[src/rtl/sw_ctrl.sv]
// Stopwatch control: debounced start/stop and lap/reset buttons drive a
// four-state FSM that emits a count-enable tick, a counter clear and a display hold.

module sw_deb #(
  parameter int DEB_CYC = 250000
) (
  input  logic clk,
  input  logic rst,
  input  logic btn,
  output logic press
);
  localparam int DW = (DEB_CYC > 1) ? $clog2(DEB_CYC) : 1;

  logic          s1_q, s2_q, lvl_q, lvl_d, press_q, press_d;
  logic [DW-1:0] cnt_q, cnt_d;

  // Any cycle where the synchronized input agrees with the level restarts the count.
  always_comb begin
    cnt_d = cnt_q;
    lvl_d = lvl_q;
    if (s2_q == lvl_q) begin
      cnt_d = '0;
    end else if (cnt_q == DW'(DEB_CYC - 1)) begin
      lvl_d = s2_q;
      cnt_d = '0;
    end else begin
      cnt_d = cnt_q + 1'b1;
    end
    press_d = lvl_d & ~lvl_q;
  end

  always_ff @(posedge clk or negedge rst) begin
    if (!rst) begin
      s1_q    <= 1'b0;
      s2_q    <= 1'b0;
      lvl_q   <= 1'b0;
      cnt_q   <= '0;
      press_q <= 1'b0;
    end else begin
      s1_q    <= btn;
      s2_q    <= s1_q;
      lvl_q   <= lvl_d;
      cnt_q   <= cnt_d;
      press_q <= press_d;
    end
  end

  assign press = press_q;
endmodule

module sw_ctrl #(
  parameter int DEB_CYC = 250000,
  parameter int DIV     = 500000
) (
  input  logic       clk,
  input  logic       rst,
  input  logic       btn_ss,
  input  logic       btn_lap,
  output logic       tick,
  output logic       cnt_clr,
  output logic       disp_hold,
  output logic       running,
  output logic [1:0] state
);
  localparam int NUM_BTN = 2;
  localparam int PW      = $clog2(DIV);

  typedef enum logic [1:0] {IDLE = 2'd0, RUN = 2'd1, LAP = 2'd2, PAUSE = 2'd3} st_e;

  logic [NUM_BTN-1:0] btn_raw, press;
  assign btn_raw = {btn_lap, btn_ss};

  for (genvar i = 0; i < NUM_BTN; i++) begin : g_deb
    sw_deb #(.DEB_CYC(DEB_CYC)) u_deb (
      .clk  (clk),
      .rst  (rst),
      .btn  (btn_raw[i]),
      .press(press[i])
    );
  end

  logic ss, lap;
  assign ss  = press[0];
  assign lap = press[1];

  st_e           state_q, state_d;
  logic [PW-1:0] pre_q, pre_d;
  logic          tick_q, tick_d, clr_q, clr_d, hold_q, hold_d, run_q, run_d;
  logic          active;

  always_comb begin
    state_d = state_q;
    clr_d   = 1'b0;
    // ss has priority; a simultaneous lap press is dropped.
    case (state_q)
      IDLE:  if (ss) state_d = RUN;   else if (lap) clr_d = 1'b1;
      RUN:   if (ss) state_d = PAUSE; else if (lap) state_d = LAP;
      LAP:   if (ss) state_d = PAUSE; else if (lap) state_d = RUN;
      PAUSE: if (ss) state_d = RUN;
             else if (lap) begin state_d = IDLE; clr_d = 1'b1; end
    endcase
    run_d  = (state_d == RUN) || (state_d == LAP);
    hold_d = (state_d == LAP);
    // Count only across edges that stay in RUN/LAP; entry/exit edges hold the phase.
    active = run_q && run_d;
    tick_d = active && (pre_q == PW'(DIV - 1));
    pre_d  = pre_q;
    if (state_d == IDLE || clr_d)  pre_d = '0;
    else if (tick_d)               pre_d = '0;
    else if (active)               pre_d = pre_q + 1'b1;
  end

  always_ff @(posedge clk or negedge rst) begin
    if (!rst) begin
      state_q <= IDLE;
      pre_q   <= '0;
      tick_q  <= 1'b0;
      clr_q   <= 1'b0;
      hold_q  <= 1'b0;
      run_q   <= 1'b0;
    end else begin
      state_q <= state_d;
      pre_q   <= pre_d;
      tick_q  <= tick_d;
      clr_q   <= clr_d;
      hold_q  <= hold_d;
      run_q   <= run_d;
    end
  end

  assign tick      = tick_q;
  assign cnt_clr   = clr_q;
  assign disp_hold = hold_q;
  assign running   = run_q;
  assign state     = state_q;
endmodule

[config.mk]
export PLATFORM = sky130hd
export DESIGN_NAME = sw_ctrl
export DESIGN_NICKNAME = d
export VERILOG_FILES = /design/src/rtl/sw_ctrl.sv
export SDC_FILE = /design/constraint.sdc
export NUM_CORES = 1
export LEC_CHECK = 0
export CAP_MARGIN = 20
export CORE_MARGIN = 1
export CORE_UTILIZATION = 66
export DETAILED_ROUTE_END_ITERATION = 16
export GPL_TIMING_DRIVEN = 0
export PLACE_DENSITY_LB_ADDON = 0.15
export REMOVE_ABC_BUFFERS = 1
export SLEW_MARGIN = 5
export SYNTH_ARGS = -nofsm -noshare
export SYNTH_HDL_FRONTEND = slang
export SYNTH_HIERARCHICAL = 1
export SYNTH_SLANG_ARGS = --single-unit
[constraint.sdc]
create_clock -name clk -period 4.53 [get_ports clk]
set_clock_uncertainty 0.15 [all_clocks]
set_input_delay 0.906 -clock clk [delete_from_list [all_inputs] [get_ports clk]]
set_output_delay 0.906 -clock clk [all_outputs]
set_load 0.1 [all_outputs]
# == Word level (Yosys, flattened, before mapping) ==
# Index checks and enable logic that the tools add are counted.
# W data, S select, Z words.
# op_classes
addsub,3
eq_ne,10
n_mux,22
bitwise_logic,4
reduce_logical,8
# ops
operator,count
$mux W18,4
$mux W19,3
$add A18 B1 Y18 const B,2
$eq A18 B18 Y1 const B,2
$add A19 B1 Y19 const B,1
$eq A19 B19 Y1 const B,1
$mux W2,7
$pmux W2 S4,1
$mux W1,7
$eq A2 B2 Y1 const B,3
$eq A2 B1 Y1 const B,2
$logic_not A2 Y1,2
$reduce_bool A3 Y1,1
$and A1 B1 Y1,2
$eq A1 B1 Y1,2
$logic_and A1 B1 Y1,2
$logic_or A1 B1 Y1,2
$not A1 Y1,2
$reduce_or A2 Y1,1
# totals
regBits,69
input_bits,4
out_inout_bits,6

# == Longest topological paths before layout ==
# depth
word_depth,9
mapped_depth,14

# == Modules after synthesis ==
# Netlist, hierarchy kept.
# by_module_without_submodules
mod,n_inst,cells_per_inst,area_each_um2,seq_area_each_um2
sw_deb,2,101,1063.5,550.5
sw_ctrl,1,150,1457.6,625.6

# == Least setup slack after synthesis ==
# No wires, ideal clock.
# synth_path
path_kind,reg2reg
start,reg state_q[0] (netlist: state[0])
end,reg pre_q[7]
setup_time_ps,119
arrival_ps,3009
required_time_ps,4261
setup_slack_ps,1252
path_stages_with_launch,11
path_buffers,1
period_less_slack_ps,3278
path_cell_list,dfrtp_1 -> inv_1 -> ha_1 -> o31a_1 -> ha_1 -> and2_1 -> buf_2 -> nor3_2 -> or4_4 -> xor2_1 -> nor2_2
# synth_via
elab_chain_cells,9
elab_cells_between_ends,24
classes_between,eq/ne: 5; mux: 11; reduce/logical: 8
# synth_lines
element,line,source
from (decl),86,"st_e state_q, state_d;"
from (signal assigned),122,state_q <= state_d;
"$mux W2, on equally long branches","100, 97, 98",
"$mux W2, on equally long branches","99, 97, 98",
$pmux W2 S4 *,95,case (state_q)
$eq A2 B1 Y1 or $eq A2 B2 Y1 (tied branches),102,run_d = (state_d == RUN) || (state_d == LAP);
$logic_or A1 B1 Y1 *,102,
net run_d,88,"logic tick_q, tick_d, clr_q, clr_d, hold_q, hold_d, run_q, run_d;"
$logic_and A1 B1 Y1 *,105,active = run_q && run_d;
$logic_and A1 B1 Y1,106,tick_d = active && (pre_q == PW'(DIV - 1));
$mux W19,109,else if (tick_d) pre_d = '0;
$mux W19,108,if (state_d == IDLE || clr_d) pre_d = '0;
to (signal assigned),123,pre_q <= pre_d;
to (decl),87,"logic [PW-1:0] pre_q, pre_d;"
# The timed path passes the listed nets; every way through them passes the cells marked *.
# A chain may end at the register's enable or synchronous reset.

# == Worst setup path in the final report ==
# Same ends and word-level chain as after synthesis.

==> results_dict.tcl <==
set metrics [dict create \
    status "finished clean" \
    intPower_mw 0.914 \
    yosysTopAreaCell "dfrtp_1" \
    p_per_area_nw_per_um2 300 \
    max_cap_viol_count 0 \
    syn_inst 352 \
    start_util 0.693 \
    io-pin-count 10 \
    hp-class "reg2reg" \
    timing.slew.headroom 0.345 \
    layout-drive-gt1-share 0.119 \
    grt_usage 0.254 \
    ctsRootBufferMaster "clkbuf_8" \
    critPathMostFrequentCell "ha_1" \
    slew_viol_final 0 \
    overflow 0 \
    worstReg2RegEnd "pre_q[7]" \
    cp-end-kind "register" \
    hold_path_end "g_deb[1].u_deb/s2_q" \
    fin_setup_tns_ns 0 \
    cp_slowest_stage_delay_ns 0.66 \
    yosys-top-cells-area "dfrtp_1, xnor2_1, nor2_1" \
    p_sw_frac 0.222 \
    worst-endpoint-required_ns 4.61 \
    port-buffer-count 9 \
    cts_sinks 69 \
    async_flop_share 1.00 \
    clk_pin_slew_ns 0.07 \
    syn_area_um2 3580 \
    rsz0062_at_grt "false" \
    drt-initial-drc-count 106 \
    die_w_um 75.7 \
    critPathArrivalTime_ns 3.27 \
    period_minus_slack_ns 3.19 \
    synth.yosys.seq_area_share 0.482 \
    insertedDiodeCount 0 \
    hold_viol 0 \
    first_pass_iters 4 \
    worstMarginPinSlew_ns 0.979 \
    drt_wl_total_um 6420 \
    hold_slack_ns 0.202 \
    crit_slowest_cell "nor3_2" \
    yosysMostFrequentCell "dfrtp_1" \
    p_seq_frac 0.535 \
    p_switching_mw 0.260 \
    cts_buffers 9 \
    hp-start "g_deb[1].u_deb/s1_q" \
    crit_type "reg2reg" \
    start_kind "register" \
    die_area_um2 5730 \
    drt-vias-per-instance 5.93 \
    cts_setup_buffers 0 \
    fp.coreArea_um2 5170 \
    clock_latency_ns 0.34 \
    p_comb_frac 0.025 \
    leakage_nw 1.58 \
    grt_max_degree 70 \
    drc_errors 0 \
    synth_edf_count 0 \
    dp_hpwl_um 4180 \
    synth.top_cell.area_share 0.482 \
    grt_pass1_wl_um 10700 \
    ant_nets 0 \
    rr_worst_depth 10 \
    gp_routability_congestion 0.884 \
    die_y_um 75.7 \
    clockBufferDepth 2 \
    synth_ff_type "dfrtp_1" \
    wl_per_cell_um 14.6 \
    rows 26 \
    p_clk_frac 0.441 \
    maxClockFrequency_mhz 314 \
    num-fill-cells 355 \
    ir_worst_vdd_v 0.000261 \
    post_cts_resized 0 \
    crit_path_max_fanout 11 \
    r2r_setup_slack_ns 1.34 \
    ys_ff_latch 69 \
    cts_tree "built" \
    synth_cell_types 48 \
    path_cells "inv_1 -> ha_1 -> nor2_1 -> o31ai_1 -> ha_1 -> and2_1 -> nor3_2 -> or4_4 -> xor2_1 -> nor2_2" \
    multiInputGateArea_um2 1760 \
    critPathTopFamily "simple AND/OR/NAND/NOR gates" \
    min_period_over_period 0.703 \
    synthTopCellsByCount "dfrtp_1, nor2_1, xnor2_1, nand2_1, nand3_1" \
    regToRegStartpoint "state[0]" \
    ff_latch_area_um2 1730 \
    vias 2608 \
    holdPathStages 0 \
    critical_path_buf_inv_count 1 \
    postCtsHoldBufs 0 \
    h-tree-depth 3 \
    yosys_warnings 6 \
    finalSetupViolCount 0 \
    layout.nets 378 \
    grt_pass1_vias 2363 \
    antenna_found_initial 0 \
    area_growth_pct 9.14 \
    syn_avg_cell_area_um2 10.2 \
]
## cell usage in the layout (no fill, tap or decap), drive strengths merged, types with 5 or more instances in the layout
| cell type | count |
|---|---|
| clkbuf | 11 |
| a21oi | 6 |
| xnor2 | 29 |
| dfrtp | 69 |
| nor2 | 59 |
| ha | 9 |
| nor3 | 10 |
| clkdlybuf4s50 | 8 |
| nand4 | 16 |
| or4 | 5 |
| nor4 | 17 |
| o21ai | 6 |
| nand2 | 28 |
| xor2 | 14 |
| nand3 | 24 |
| inv | 10 |
## final cells by class
cell class,count,area share
flip-flops and latches,69,0.441
multi-input cells,266,0.451
clock buffers,11,0.0387
repair buffers,9,0.0224
well taps,70,0.0224
clock inverters,5,0.0150
inverters,10,0.00959
## state kept, by name, summed over array words and instances (netlist names)
register	flops
pre_q	19
g_deb.u_deb/press	2
g_deb.u_deb/cnt_q	36
cnt_clr	1
g_deb.u_deb/s2_q	2
tick	1
g_deb.u_deb/lvl_q	2
disp_hold	1
state	2
g_deb.u_deb/s1_q	2
running	1
## worst max path at each step
stage	start	to	cells after the start
6_report	state[0]	pre_q[7]	10
5_1_grt	state[0]	pre_q[7]	10
4_1_cts	state[1]	pre_q[7]	10
3_5_place_dp	state[0]	pre_q[7]	10
3_3_place_gp	rst	g_deb[1].u_deb/cnt_q[3]	1
2_1_floorplan	state[0]	pre_q[7]	12
## per-layer routing
| metal | vias up | wire length, um | track usage |
|---|---|---|---|
| met5 | - | 0 | 0 |
| met4 | 0 | 116 | 0.115 |
| met3 | 10 | 151 | 0.0437 |
| met2 | 30 | 3120 | 0.414 |
| met1 | 1289 | 3030 | 0.337 |
| li1 | 1279 | - | - |
## kinds of logic after synthesis
family / count (synthesis) / synth area share
simple gates: 185 / 0.286
flops: 69 / 0.482
xor+xnor: 43 / 0.105
compound gates: 26 / 0.0600
buf+inv: 17 / 0.0265
fa+ha+maj: 9 / 0.0314
mux: 3 / 0.00942
## power groups by stage
stage                     combinational [mW]  sequential [mW]  clock [mW]
after floorplan                       0.0129            0.639           0
after global placement                0.0298            0.640           0
after detailed placement              0.0297            0.640           0
after CTS                             0.0298            0.628       0.529
after global routing                  0.0347            0.629       0.549
final                                 0.0288            0.628       0.517
## metrics by stage
stage          setup WS (ns)  instance area [um^2]  utilization  std cells  total power, mW
3_5_place_dp            1.37                  3700        0.716        424            0.670
3_3_place_gp           0.179                  3700        0.716        424            0.669
2_1_floorplan           1.11                  3530            -        345            0.652
4_1_cts                 1.34                  3910        0.756        440             1.19
6_report                1.34                  3910        0.756        440             1.17
5_1_grt                 1.13                  3910        0.756        440             1.21
No activity file was read; power rests on OpenSTA's default activity.
